===== config.mk =====
export PLATFORM = sky130hd
export DESIGN_NAME = stream_mux_arb
export DESIGN_NICKNAME = d
export VERILOG_FILES = /design/src/rtl/stream_mux_arb.sv
export SDC_FILE = /design/constraint.sdc
export NUM_CORES = 1
export LEC_CHECK = 0
export BUFFER_PORTS_ARGS = -buffer_cell sky130_fd_sc_hd__buf_4
export CAP_MARGIN = 5
export CELL_PAD_IN_SITES_DETAIL_PLACEMENT = 1
export CELL_PAD_IN_SITES_GLOBAL_PLACEMENT = 2
export CORE_ASPECT_RATIO = 0.8
export CORE_MARGIN = 2
export CORE_UTILIZATION = 23
export DETAILED_ROUTE_END_ITERATION = 10
export PLACE_DENSITY_LB_ADDON = 0.05
export SETUP_SLACK_MARGIN = 0.3
export SLEW_MARGIN = 10
export SYNTH_ARGS = -nofsm -noshare
export SYNTH_HDL_FRONTEND = slang
export SYNTH_SLANG_ARGS = --single-unit

===== constraint.sdc =====
create_clock -name clk -period 3.55 [get_ports clk]
set_input_delay 0 -clock clk [delete_from_list [all_inputs] [get_ports clk]]
set_output_delay 0 -clock clk [all_outputs]
set_load 0.01 [all_outputs]

===== src/rtl/stream_mux_arb.sv =====
// N-input registered stream multiplexer with valid/ready handshakes.
// Arbitration is fixed priority, round-robin or external select, chosen by MODE.
module stream_mux_arb #(
  parameter int WIDTH = 8,
  parameter int NUM_CH = 4,
  parameter int MODE = 1,
  localparam int SEL_W = $clog2(NUM_CH)
) (
  input  logic                    clk,
  input  logic                    rst,
  input  logic [NUM_CH-1:0]       in_valid,
  input  logic [NUM_CH*WIDTH-1:0] in_data,
  output logic [NUM_CH-1:0]       in_ready,
  input  logic [SEL_W-1:0]        sel,
  output logic                    out_valid,
  output logic [WIDTH-1:0]        out_data,
  output logic [SEL_W-1:0]        out_ch,
  input  logic                    out_ready
);

  logic [SEL_W-1:0]  rr_ptr;
  logic [SEL_W-1:0]  grant_idx;
  logic [SEL_W-1:0]  cand;
  logic [SEL_W-1:0]  next_ptr;
  logic [NUM_CH-1:0] grant;
  logic [WIDTH-1:0]  sel_data;
  logic              found;
  logic              can_load;
  logic              load;
  int                scan_idx;

  // Handshake: a word moves on any channel or on the output when valid && ready
  // are both high at a rising edge; in_ready depends on grant and can_load only.
  always_comb begin
    grant     = '0;
    grant_idx = '0;
    cand      = '0;
    found     = 1'b0;
    scan_idx  = 0;
    if (MODE == 2) begin
      if (int'(sel) < NUM_CH && in_valid[sel]) begin
        found     = 1'b1;
        grant_idx = sel;
      end
    end else begin
      // Scan starts at rr_ptr for round-robin, at 0 for fixed priority.
      for (int off = 0; off < NUM_CH; off++) begin
        scan_idx = (MODE == 1) ? int'(rr_ptr) + off : off;
        if (scan_idx >= NUM_CH) scan_idx = scan_idx - NUM_CH;
        cand = SEL_W'(scan_idx);
        if (!found && in_valid[cand]) begin
          found     = 1'b1;
          grant_idx = cand;
        end
      end
    end
    if (found) grant[grant_idx] = 1'b1;
  end

  always_comb begin
    can_load = !out_valid || out_ready;
    in_ready = (can_load && !rst) ? grant : '0;
    load     = found && can_load && !rst;
    sel_data = in_data[grant_idx*WIDTH +: WIDTH];
    next_ptr = (int'(grant_idx) == NUM_CH - 1) ? '0 : grant_idx + 1'b1;
  end

  always_ff @(posedge clk or posedge rst) begin
    if (rst) begin
      out_valid <= 1'b0;
      out_data  <= '0;
      out_ch    <= '0;
      rr_ptr    <= '0;
    end else if (can_load) begin
      if (load) begin
        out_valid <= 1'b1;
        out_data  <= sel_data;
        out_ch    <= grant_idx;
        if (MODE == 1) rr_ptr <= next_ptr;
      end else begin
        out_valid <= 1'b0;
      end
    end
  end

endmodule

==> run_summary.xml, run 1 <==
<?xml version="1.0" encoding="UTF-8"?>
<metrics>
  <group name="status">
    <metric name="status" unit="">finished with violations</metric>
    <metric name="failing_checks" unit="">negative hold slack</metric>
  </group>
  <group name="detailed_routing">
    <metric name="drt_iter0_markers" unit="">23</metric>
    <metric name="routed_wire_length_per_instance" unit="µm">14.9</metric>
    <metric name="route.antenna.remaining_nets" unit="">0</metric>
    <metric name="routed-via-count" unit="">894</metric>
    <metric name="drc_errors" unit="">0</metric>
    <metric name="drt_first_pass_iters" unit="">4</metric>
    <metric name="drt-vias-per-instance" unit="">4.73</metric>
    <metric name="routed_wl" unit="µm">2830</metric>
  </group>
  <group name="worst_setup_path">
    <metric name="required" unit="ns">3.55</metric>
    <metric name="startpoint_types" unit="">flip-flop</metric>
    <metric name="crit_path_top_delay_cell" unit="">nor3_1</metric>
    <metric name="crit_path_max_incr_delay" unit="ns">0.47</metric>
    <metric name="arrival_time_at_the_worst_endpoint" unit="ns">2.03</metric>
    <metric name="critical_path_peak_fanout" unit="">11</metric>
    <metric name="worst-setup-path-type" unit="">reg -&gt; out</metric>
    <metric name="timing.critical_path.to_type" unit="">output port</metric>
    <metric name="crit_chain" unit="">nor2b_1 -&gt; nor3_1 -&gt; nand2_1 -&gt; nor2_1 -&gt; buf_4</metric>
  </group>
  <group name="yosys">
    <metric name="synth.avg_cell_area" unit="µm²">9.28</metric>
    <metric name="synth_edf_count" unit="">0</metric>
    <metric name="syn_inst" unit="">89</metric>
    <metric name="yosys_register_bits" unit="">13</metric>
    <metric name="post-synth-top-area-cell" unit="">dfrtp_1</metric>
    <metric name="synthesis.yosys.warnings" unit="">0</metric>
    <metric name="synth.yosys.seq_area_share" unit="%">39.4</metric>
    <metric name="ys_async_sr_fraction" unit="%">100</metric>
    <metric name="mappedNetlistArea" unit="µm²">826</metric>
    <metric name="synth_ff_type" unit="">dfrtp_1</metric>
    <metric name="yosysTopAreaCellShare" unit="%">39.4</metric>
    <metric name="nets_in_the_synthesized_netlist" unit="">131</metric>
    <metric name="synthTopCellsByArea" unit="">dfrtp_1 (39%), mux2i_1 (9.7%), nand2_1 (7.7%)</metric>
    <metric name="synth_commonest_cells" unit="">nand2_1 (17), dfrtp_1 (13), a22oi_1 (8), mux2i_1 (8), o211ai_1 (8)</metric>
    <metric name="synth_cell_types" unit="">26</metric>
    <metric name="synth_most_common_cell" unit="">nand2_1</metric>
  </group>
  <group name="cells_and_area">
    <metric name="final_layout_size_suffix_gt1_share" unit="%">39.5</metric>
    <metric name="area_growth" unit="%">64.1</metric>
    <metric name="antenna-diode-count" unit="">0</metric>
    <metric name="final-instance-count-excl-fill" unit="">189</metric>
    <metric name="layout.nets" unit="">190</metric>
  </group>
  <group name="sta">
    <metric name="totalNegativeSetupSlack" unit="ns">0</metric>
    <metric name="finalCritPeriodShare" unit="%">57.1</metric>
    <metric name="setup_failing_eps_final" unit="">0</metric>
    <metric name="rsz0062_at_grt" unit="">false</metric>
    <metric name="holdWs" unit="ns">-0.00209</metric>
    <metric name="finalHoldViolCount" unit="">1</metric>
    <metric name="min_period" unit="ns">2.03</metric>
    <metric name="timing.clock.skew" unit="ns">0.00298</metric>
    <metric name="max_slew.worst_pin.slew" unit="ns">0.704</metric>
    <metric name="relSlewSlack" unit="%">53.0</metric>
    <metric name="final_setup_margin" unit="ns">1.52</metric>
    <metric name="max_transition_viols_final" unit="">0</metric>
    <metric name="fmax" unit="MHz">494</metric>
  </group>
  <group name="floorplanning">
    <metric name="chipHeight" unit="µm">57.6</metric>
    <metric name="core_area" unit="mm²">0.00342</metric>
    <metric name="die-area" unit="mm²">0.00409</metric>
    <metric name="top_level_ports" unit="">56</metric>
    <metric name="start_util" unit="%">24.1</metric>
    <metric name="die_x" unit="µm">71.0</metric>
    <metric name="std_cell_rows" unit="">19</metric>
  </group>
  <group name="power">
    <metric name="power.share.clock" unit="%">18.7</metric>
    <metric name="netSwitchingFraction" unit="%">35.6</metric>
    <metric name="power_density" unit="mW/mm²">528</metric>
    <metric name="ir_worst_vdd" unit="mV">0.234</metric>
    <metric name="power.combinational.fraction" unit="%">46.7</metric>
    <metric name="power.net_switching" unit="W">0.000255</metric>
    <metric name="share_seq_of_total_power" unit="%">34.6</metric>
    <metric name="internal_power" unit="W">0.000461</metric>
    <metric name="power_leakage" unit="nW">0.652</metric>
  </group>
  <group name="clocking">
    <metric name="insertion_delay" unit="ns">0.24</metric>
    <metric name="cts_hold_repair.buffers" unit="">7</metric>
    <metric name="total_cts_buffers" unit="">3</metric>
    <metric name="postCtsResizedCells" unit="">0</metric>
    <metric name="cts.sink_count" unit="">13</metric>
    <metric name="htree_levels" unit="">1</metric>
    <metric name="cts.root.buffer_cell" unit="">clkbuf_8</metric>
    <metric name="clk_pin_slew_worst_paths" unit="ns">0.06</metric>
    <metric name="ctsLongestPathBuffers" unit="">2</metric>
    <metric name="tritoncts" unit="">built</metric>
    <metric name="cts_setup_buffers" unit="">0</metric>
  </group>
  <group name="placed_design">
    <metric name="routabilityCongestion" unit="">0.740</metric>
    <metric name="hpwl" unit="µm">2110</metric>
    <metric name="place_worst_setup_slack" unit="ns">1.69</metric>
    <metric name="place_inst" unit="">178</metric>
    <metric name="port_buffers" unit="">53</metric>
  </group>
  <group name="grt">
    <metric name="maximum_number_of_pins_on_one_net_before_global_route_repair" unit="">14</metric>
    <metric name="groute.usage.overall" unit="%">14.8</metric>
    <metric name="first_global_vias" unit="">919</metric>
    <metric name="grt.overflow.total" unit="">0</metric>
    <metric name="grt_first_pass_wirelength" unit="µm">4640</metric>
    <metric name="grt_antenna_before_repair" unit="">0</metric>
  </group>
  <group name="job">
    <metric name="drv_cap" unit="">0</metric>
  </group>
  <group name="worst_hold_path">
    <metric name="worst_hold_path_type" unit="">in -&gt; reg</metric>
  </group>
</metrics>
-- metrics by stage --
step                      utilization, %  instance area [µm²]  power (W)
final                               39.6                 1360   0.000715
after global placement              36.2                 1240   0.000572
after global routing                39.6                 1360   0.000771
after floorplan                        -                  826   0.000429
after detailed placement            36.2                 1240   0.000584
after CTS                           39.6                 1360   0.000727
-- worst max-delay path, delay by kind of cell (launching register included) --
kind,cells,cell delay (ns)
flops,1,0.38
simple gates,4,1.25
buf+inv,1,0.14
-- cells by family after synthesis --
| kind of cell | Yosys count | synth area share (%) |
|---|---|---|
| buf+inv | 9 | 5.76 |
| compound gates | 27 | 26.2 |
| fa+ha+maj | 1 | 1.51 |
| flops | 13 | 39.4 |
| mux | 8 | 9.70 |
| simple gates | 31 | 17.4 |
-- cells in the final DEF, fill, tap and decap left out, drive strengths merged --
cell type / Yosys / layout
ha: 1 / 1
a221o: 1 / 1
or3: 1 / 1
clkbuf: 0 / 4
o21bai: 1 / 1
nand2b: 2 / 2
dlygate4sd3: 0 / 7
nor2: 3 / 3
mux2i: 8 / 8
and3: 1 / 1
a21o: 1 / 1
inv: 3 / 3
and2: 1 / 1
dfrtp: 13 / 13
o211ai: 8 / 8
nand2: 17 / 17
nor2b: 2 / 2
a21boi: 1 / 1
o32a: 2 / 2
a22oi: 8 / 8
nand4b: 1 / 1
nor4: 1 / 1
a21oi: 4 / 4
nor3: 2 / 2
a211oi: 1 / 1
buf: 6 / 53
-- flip-flops by register name, indices dropped and copies added (netlist names) --
register and count:
out_ch 2, rr_ptr 2, out_valid 1, out_data 8
-- per-layer routing --
metal | global-route usage (%) | wire length, µm | part of all wire, % | up-vias
met5 | 0 | 0 | 0 | -
met4 | 1.62 | 9 | 0.32 | 0
met3 | 4.77 | 173 | 6.1 | 2
met2 | 25.9 | 1410 | 50 | 33
met1 | 18.5 | 1240 | 44 | 418
li1 | - | - | - | 441
-- cell type report --
type	instances	area, µm²
fillers	415	2070
clock buffers	4	45.0
well taps	42	52.6
inverters	3	11.3
repair buffers	60	468
multi-input cells	67	453
flip-flops and latches	13	325
-- power by group through the flow --
stage                     logic (W)  clock network [W]  registers [W]
after floorplan            0.000176                  0       0.000253
after global placement     0.000328                  0       0.000244
after detailed placement   0.000334                  0       0.000249
after CTS                  0.000341           0.000138       0.000248
after global routing       0.000370           0.000145       0.000256
final                      0.000334           0.000134       0.000247
-- final timing paths --
kind | startpoint | to | slack, ns | depth (start not counted)
worst min register to register | out_ch[0]$_DFFE_PP0P_ | out_ch[0]$_DFFE_PP0P_ | 0.48 | 2
max in group asynchronous | rst | out_data[7]$_DFFE_PP0P_ | 2.84 | 3
worst min-delay path | in_data[20] | out_data[4]$_DFFE_PP0P_ | -0.002 | 3
worst max register to register | out_valid$_DFFE_PP0N_ | out_data[7]$_DFFE_PP0P_ | 1.70 | 4
min in group asynchronous | rst | out_valid$_DFFE_PP0N_ | 0.36 | 3
worst max-delay path | out_valid$_DFFE_PP0N_ | in_ready[1] | 1.52 | 5
No activity file was read; power rests on OpenSTA's default activity.
==> run 2: changes to the inputs <==
CORE_UTILIZATION = 21   (was 23)
clock period = 1.95 ns   (was 3.55 ns; I/O delays follow)
==> run_summary.xml, run 2 (synthesis gave the netlist of run 1 again) <==
<?xml version="1.0" encoding="UTF-8"?>
<metrics>
  <group name="cells_and_area">
    <metric name="antenna-diode-count" unit="">0</metric>
    <metric name="most_frequent_cells_in_the_layout" unit="">buf_4 (63), nand2_1 (17), dfrtp_1 (12)</metric>
    <metric name="area_growth" unit="%">83.8</metric>
    <metric name="largestRegisters" unit="">out_data x8, out_ch x2, rr_ptr x2</metric>
    <metric name="register_containing_the_most_flip_flops_in_the_final_layout" unit="">out_data</metric>
    <metric name="final_layout_size_suffix_gt1_share" unit="%">49.1</metric>
    <metric name="layout.nets" unit="">202</metric>
    <metric name="layout.cells.most_common" unit="">buf_4</metric>
    <metric name="largest_reg_flops" unit="">8</metric>
  </group>
  <group name="job">
    <metric name="drv_cap" unit="">0</metric>
  </group>
  <group name="sta">
    <metric name="rsz0062_at_grt" unit="">true</metric>
    <metric name="timing.clock.skew" unit="ns">0.00312</metric>
    <metric name="setup_failing_eps_final" unit="">0</metric>
    <metric name="finalHoldViolCount" unit="">0</metric>
    <metric name="holdWs" unit="ns">0.00761</metric>
    <metric name="min_period" unit="ns">1.61</metric>
    <metric name="relSlewSlack" unit="%">61.0</metric>
    <metric name="finalCritPeriodShare" unit="%">82.3</metric>
    <metric name="totalNegativeSetupSlack" unit="ns">0</metric>
    <metric name="fmax" unit="MHz">623</metric>
    <metric name="max_slew.worst_pin.slew" unit="ns">0.579</metric>
    <metric name="max_transition_viols_final" unit="">0</metric>
  </group>
  <group name="clocking">
    <metric name="cts.root.buffer_cell" unit="">clkbuf_8</metric>
    <metric name="ctsLongestPathBuffers" unit="">2</metric>
    <metric name="tritoncts" unit="">built</metric>
    <metric name="insertion_delay" unit="ns">0.24</metric>
    <metric name="clk_pin_slew_worst_paths" unit="ns">0.06</metric>
    <metric name="htree_levels" unit="">1</metric>
    <metric name="cts.sink_count" unit="">13</metric>
    <metric name="total_cts_buffers" unit="">3</metric>
  </group>
  <group name="worst_setup_path">
    <metric name="crit_path_max_incr_delay" unit="ns">0.42</metric>
    <metric name="crit_path_top_delay_cell" unit="">dfrtp_2</metric>
    <metric name="crit_chain" unit="">a21oi_1 -&gt; o32a_4 -&gt; ha_1 -&gt; and2_1 -&gt; buf_4</metric>
    <metric name="critical_path_peak_fanout" unit="">6</metric>
    <metric name="worst-setup-path-type" unit="">reg -&gt; out</metric>
    <metric name="startpoint_types" unit="">flip-flop</metric>
    <metric name="timing.critical_path.to_type" unit="">output port</metric>
    <metric name="required" unit="ns">1.95</metric>
    <metric name="arrival_time_at_the_worst_endpoint" unit="ns">1.61</metric>
  </group>
  <group name="grt">
    <metric name="grt.overflow.total" unit="">0</metric>
    <metric name="grt_antenna_before_repair" unit="">0</metric>
    <metric name="grt_first_pass_wirelength" unit="µm">4770</metric>
    <metric name="first_global_vias" unit="">1029</metric>
    <metric name="groute.usage.overall" unit="%">14.2</metric>
    <metric name="maximum_number_of_pins_on_one_net_before_global_route_repair" unit="">14</metric>
  </group>
  <group name="detailed_routing">
    <metric name="drt-vias-per-instance" unit="">4.54</metric>
    <metric name="drt_iter0_markers" unit="">68</metric>
    <metric name="routed_wl" unit="µm">3090</metric>
    <metric name="drc_errors" unit="">0</metric>
    <metric name="routed_wire_length_per_instance" unit="µm">14.4</metric>
    <metric name="route.antenna.remaining_nets" unit="">0</metric>
    <metric name="drt_first_pass_iters" unit="">4</metric>
    <metric name="routed-via-count" unit="">972</metric>
  </group>
  <group name="floorplanning">
    <metric name="std_cell_rows" unit="">20</metric>
    <metric name="chipHeight" unit="µm">60.1</metric>
    <metric name="top_level_ports" unit="">56</metric>
    <metric name="die_x" unit="µm">74.1</metric>
    <metric name="core_area" unit="mm²">0.00378</metric>
    <metric name="start_util" unit="%">21.9</metric>
    <metric name="die-area" unit="mm²">0.00445</metric>
  </group>
  <group name="placed_design">
    <metric name="port_buffers" unit="">53</metric>
    <metric name="hpwl" unit="µm">2320</metric>
    <metric name="routabilityCongestion" unit="">0.752</metric>
  </group>
  <group name="worst_hold_path">
    <metric name="worst_hold_path_type" unit="">in -&gt; reg</metric>
  </group>
  <group name="power">
    <metric name="power_density" unit="mW/mm²">930</metric>
    <metric name="power.share.clock" unit="%">17.4</metric>
    <metric name="ir_worst_vdd" unit="mV">0.361</metric>
    <metric name="netSwitchingFraction" unit="%">35.0</metric>
    <metric name="internal_power" unit="W">0.000917</metric>
    <metric name="power" unit="W">0.00141</metric>
    <metric name="share_seq_of_total_power" unit="%">31.7</metric>
    <metric name="power.combinational.fraction" unit="%">50.9</metric>
    <metric name="power_leakage" unit="nW">0.729</metric>
    <metric name="power.net_switching" unit="W">0.000494</metric>
  </group>
  <group name="status">
    <metric name="status" unit="">completed</metric>
  </group>
</metrics>
==> run 2: critical path, delay by kind of cell, from the launching register on <==
family	cells	cell delay, ns
buffers and inverters	1	0.14
adder cells (fa/ha/maj)	1	0.19
AO/OA/AOI/OAI	2	0.47
AND/OR/NAND/NOR	1	0.14
flip-flops	1	0.42
==> run 2: worst paths after layout <==
kind / startpoint / end / slack [ns] / cells past startpoint
setup / recovery: rr_ptr[1]$_DFFE_PP0P_ / in_ready[3] / 0.34 / 5
hold / removal: in_data[17] / out_data[1]$_DFFE_PP0P_ / 0.008 / 3
setup reg to reg: out_valid$_DFFE_PP0N_ / out_data[1]$_DFFE_PP0P_ / 0.39 / 5
hold reg to reg: out_ch[0]$_DFFE_PP0P_ / out_ch[0]$_DFFE_PP0P_ / 0.48 / 2
max in group asynchronous: rst / rr_ptr[1]$_DFFE_PP0P_ / 1.15 / 3
min in group asynchronous: rst / out_data[0]$_DFFE_PP0P_ / 0.39 / 3
==> run 2: routing by layer <==
metal  routed length, µm  share of wire [%]  GRT usage, %
met5                   0                  0             0
met4                  10               0.32          1.56
met3                 148                4.8          4.38
met2                1540                 50          23.7
met1                1400                 45          18.6
==> run 2: layout make-up <==
cell class	count	area, µm²
Clock buffer	4	45.0
Inverter	3	11.3
Multi-Input combinational cell	67	502
Tap cell	55	68.8
Sequential cell	13	327
Fill cell	446	2260
Timing Repair Buffer	72	564
==> run 2: stage by stage <==
| step | instance area [µm²] | utilization [%] | setup WS (ns) | cells |
|---|---|---|---|---|
| 6_report | 1520 | 40.2 | 0.345 | 214 |
| 5_1_grt | 1520 | 40.2 | 0.280 | 214 |
| 4_1_cts | 1460 | 38.5 | 0.263 | 212 |
| 3_5_place_dp | 1300 | 34.4 | 0.221 | 197 |
| 3_3_place_gp | 1300 | 34.4 | 0.252 | 197 |
| 2_1_floorplan | 826 | - | 0.431 | 89 |
==> run 2: power groups by stage <==
stage          Combinational (W)  Clock, W  Sequential (W)
2_1_floorplan           0.000320         0        0.000461
3_3_place_gp            0.000622         0        0.000448
3_5_place_dp            0.000629         0        0.000454
4_1_cts                 0.000657  0.000255        0.000452
5_1_grt                 0.000783  0.000269        0.000462
6_report                0.000719  0.000245        0.000447
==> run 2: timing repair <==
| item | CTS | global route |
|---|---|---|
| hold buffers | 8 | 0 |
| setup endpoints to repair | 7 | 3 |
| buffers inserted | 3 | 2 |
| pin swaps | 0 | 2 |
| endpoints found under the hold margin | 21 | 0 |
| gates resized for setup | 3 | 11 |
==> run 3: changes to the inputs <==
clock period = 1.6 ns   (was 1.95 ns; I/O delays follow)
==> run_summary.xml, run 3 (synthesis gave the netlist of run 1 again) <==
<?xml version="1.0" encoding="UTF-8"?>
<metrics>
  <group name="status">
    <metric name="status" unit="">completed</metric>
  </group>
  <group name="worst_setup_path">
    <metric name="critPathBufInv" unit="">2</metric>
    <metric name="crit_path_max_incr_delay" unit="ns">0.39</metric>
    <metric name="timing.critical_path.to_type" unit="">output port</metric>
    <metric name="worstReg2RegStart" unit="">rr_ptr[0]$_DFFE_PP0P_</metric>
    <metric name="critical_path_peak_fanout" unit="">3</metric>
    <metric name="arrival_time_at_the_worst_endpoint" unit="ns">1.55</metric>
    <metric name="setup.worst_path.start" unit="">rr_ptr[0]$_DFFE_PP0P_</metric>
    <metric name="timing.critical_path.mode_cell" unit="">buf_6</metric>
    <metric name="crit_path_top_delay_cell" unit="">dfrtp_1</metric>
    <metric name="startpoint_types" unit="">flip-flop</metric>
    <metric name="worst-setup-path-type" unit="">reg -&gt; out</metric>
    <metric name="required" unit="ns">1.60</metric>
    <metric name="critical_path.top_delay_family" unit="">compound AO/OA/AOI/OAI gates</metric>
    <metric name="crit_chain" unit="">nor2b_2 -&gt; a21o_1 -&gt; a211oi_2 -&gt; nand2_2 -&gt; buf_6 -&gt; nor2_4 -&gt; buf_6</metric>
  </group>
  <group name="cells_and_area">
    <metric name="largest_reg_flops" unit="">8</metric>
    <metric name="largestRegisters" unit="">out_data x8, out_ch x2, rr_ptr x2</metric>
    <metric name="multi_input_area" unit="µm²">514</metric>
    <metric name="final-instance-count-excl-fill" unit="">223</metric>
    <metric name="layout.cells.most_common" unit="">buf_4</metric>
    <metric name="register_containing_the_most_flip_flops_in_the_final_layout" unit="">out_data</metric>
    <metric name="layout.nets" unit="">211</metric>
    <metric name="layout.area.seq" unit="µm²">325</metric>
    <metric name="area_growth" unit="%">95.9</metric>
    <metric name="most_frequent_cells_in_the_layout" unit="">buf_4 (63), nand2_1 (15), dfrtp_1 (13), dlygate4sd3_1 (9)</metric>
    <metric name="post-route-util" unit="%">42.8</metric>
    <metric name="post_route_cell_area" unit="mm²">0.00162</metric>
    <metric name="num-fill-cells" unit="">442</metric>
    <metric name="antenna-diode-count" unit="">0</metric>
    <metric name="final_layout_size_suffix_gt1_share" unit="%">52.4</metric>
  </group>
  <group name="floorplanning">
    <metric name="top_level_ports" unit="">56</metric>
    <metric name="start_util" unit="%">21.9</metric>
    <metric name="std_cell_rows" unit="">20</metric>
    <metric name="chipHeight" unit="µm">60.1</metric>
    <metric name="die_x" unit="µm">74.1</metric>
    <metric name="die-area" unit="mm²">0.00445</metric>
    <metric name="core_area" unit="mm²">0.00378</metric>
  </group>
  <group name="clocking">
    <metric name="cts.sink_count" unit="">13</metric>
    <metric name="ctsLongestPathBuffers" unit="">2</metric>
    <metric name="cts.root.buffer_cell" unit="">clkbuf_8</metric>
    <metric name="htree_levels" unit="">1</metric>
    <metric name="insertion_delay" unit="ns">0.24</metric>
    <metric name="tritoncts" unit="">built</metric>
    <metric name="clk_pin_slew_worst_paths" unit="ns">0.05</metric>
    <metric name="total_cts_buffers" unit="">3</metric>
  </group>
  <group name="detailed_routing">
    <metric name="drt-vias-per-instance" unit="">4.51</metric>
    <metric name="routed_wire_length_per_instance" unit="µm">14.7</metric>
    <metric name="route.antenna.remaining_nets" unit="">0</metric>
    <metric name="drc_errors" unit="">0</metric>
    <metric name="routed_wl" unit="µm">3290</metric>
    <metric name="drt_iter0_markers" unit="">49</metric>
    <metric name="routed-via-count" unit="">1005</metric>
    <metric name="drt_first_pass_iters" unit="">4</metric>
  </group>
  <group name="grt">
    <metric name="first_global_vias" unit="">1070</metric>
    <metric name="groute.usage.overall" unit="%">15.4</metric>
    <metric name="maximum_number_of_pins_on_one_net_before_global_route_repair" unit="">14</metric>
    <metric name="grt.overflow.total" unit="">0</metric>
    <metric name="grt_first_pass_wirelength" unit="µm">5100</metric>
    <metric name="grt_antenna_before_repair" unit="">0</metric>
  </group>
  <group name="sta">
    <metric name="setup_failing_eps_final" unit="">0</metric>
    <metric name="fmax" unit="MHz">644</metric>
    <metric name="max_slew.worst_pin.slew" unit="ns">0.544</metric>
    <metric name="timing.clock.skew" unit="ns">0.00310</metric>
    <metric name="final_setup_margin" unit="ns">0.0482</metric>
    <metric name="rsz0062_at_grt" unit="">true</metric>
    <metric name="min_period" unit="ns">1.55</metric>
    <metric name="max_transition_viols_final" unit="">0</metric>
    <metric name="relSlewSlack" unit="%">63.7</metric>
    <metric name="finalCritPeriodShare" unit="%">97.0</metric>
    <metric name="finalHoldViolCount" unit="">0</metric>
  </group>
  <group name="power">
    <metric name="ir_worst_vdd" unit="mV">0.399</metric>
    <metric name="power_leakage" unit="nW">0.777</metric>
    <metric name="share_seq_of_total_power" unit="%">29.3</metric>
    <metric name="internal_power" unit="W">0.00120</metric>
    <metric name="power_density" unit="mW/mm²">1130</metric>
    <metric name="power.net_switching" unit="W">0.000632</metric>
    <metric name="netSwitchingFraction" unit="%">34.5</metric>
    <metric name="power.share.clock" unit="%">16.1</metric>
    <metric name="power" unit="W">0.00183</metric>
    <metric name="power.combinational.fraction" unit="%">54.6</metric>
  </group>
  <group name="worst_hold_path">
    <metric name="holdCritStartpoint" unit="">in_data[2]</metric>
    <metric name="worst_hold_path_type" unit="">in -&gt; reg</metric>
  </group>
  <group name="placed_design">
    <metric name="placement.cell_area" unit="mm²">0.00133</metric>
    <metric name="place_worst_setup_slack" unit="ns">0.0118</metric>
    <metric name="hpwl" unit="µm">2310</metric>
    <metric name="place_inst" unit="">199</metric>
    <metric name="port_buffers" unit="">53</metric>
    <metric name="routabilityCongestion" unit="">0.810</metric>
  </group>
  <group name="job">
    <metric name="drv_cap" unit="">0</metric>
  </group>
</metrics>
[run 3: cell count changes in the layout (fill, tap and decap cells not counted), moves of 2 or more]
cell / delta
nand2_2: +2
a22oi_1: -2
nand2_1: -2
a22oi_2: +2
buf_6: +7
[run 3: final cells by class]
| class | instances | share of cell area, % |
|---|---|---|
| timing repair buffer | 80 | 40.4 |
| inverter | 3 | 0.696 |
| tap | 55 | 4.25 |
| sequential | 13 | 20.1 |
| multi-input combinational | 68 | 31.8 |
| clock buffer | 4 | 2.78 |
[run 3: what timing repair did]
item | 4_1_cts | 5_1_grt
endpoints found under the hold margin | 22 | 0
pin swaps | 5 | 6
setup buffers | 8 | 2
resized for setup | 9 | 9
hold buffers | 9 | 0
gates cloned | 0 | 1
setup endpoints to repair | 16 | 16
[run 3: path summary, 6_finish.rpt]
check | slack (ns) | depth (start not counted) | end
max | 0.05 | 7 | in_ready[1]
min | 0.003 | 3 | out_data[2]$_DFFE_PP0P_
max reg2reg | 0.07 | 6 | out_data[2]$_DFFE_PP0P_
min reg2reg | 0.49 | 2 | out_ch[1]$_DFFE_PP0P_
max in group asynchronous | 0.84 | 3 | out_ch[1]$_DFFE_PP0P_
min in group asynchronous | 0.39 | 3 | out_valid$_DFFE_PP0N_
[run 3: stage by stage]
stage	setup TNS [ns]	hold slack (ns)
2_1_floorplan	0	-0.123
3_3_place_gp	0	0.112
3_5_place_dp	0	0.106
4_1_cts	0	0.00471
5_1_grt	-0.332	0.0201
6_report	0	0.00338
[run 3: routing by layer]
layer / track usage (%) / up-vias / wire, µm
met5: 0 / - / 0
met1: 20.5 / 483 / 1380
li1: - / 487 / -
met3: 4.89 / 2 / 189
met2: 25.3 / 33 / 1710
met4: 1.82 / 0 / 10
[run 3: power groups by stage]
stage                     Sequential [W]  Combinational (W)  Clock, W
after detailed placement        0.000544           0.000834         0
after global placement          0.000536           0.000821         0
after floorplan                 0.000566           0.000424         0
final                           0.000536           0.000998  0.000295
after CTS                       0.000540           0.000946  0.000304
after global routing            0.000552            0.00109  0.000327
[run 3: worst min-delay path, cell delays in order]
cell and delay (ns):
buf_4 0.08, a22oi_2 0.04, o211ai_1 0.08
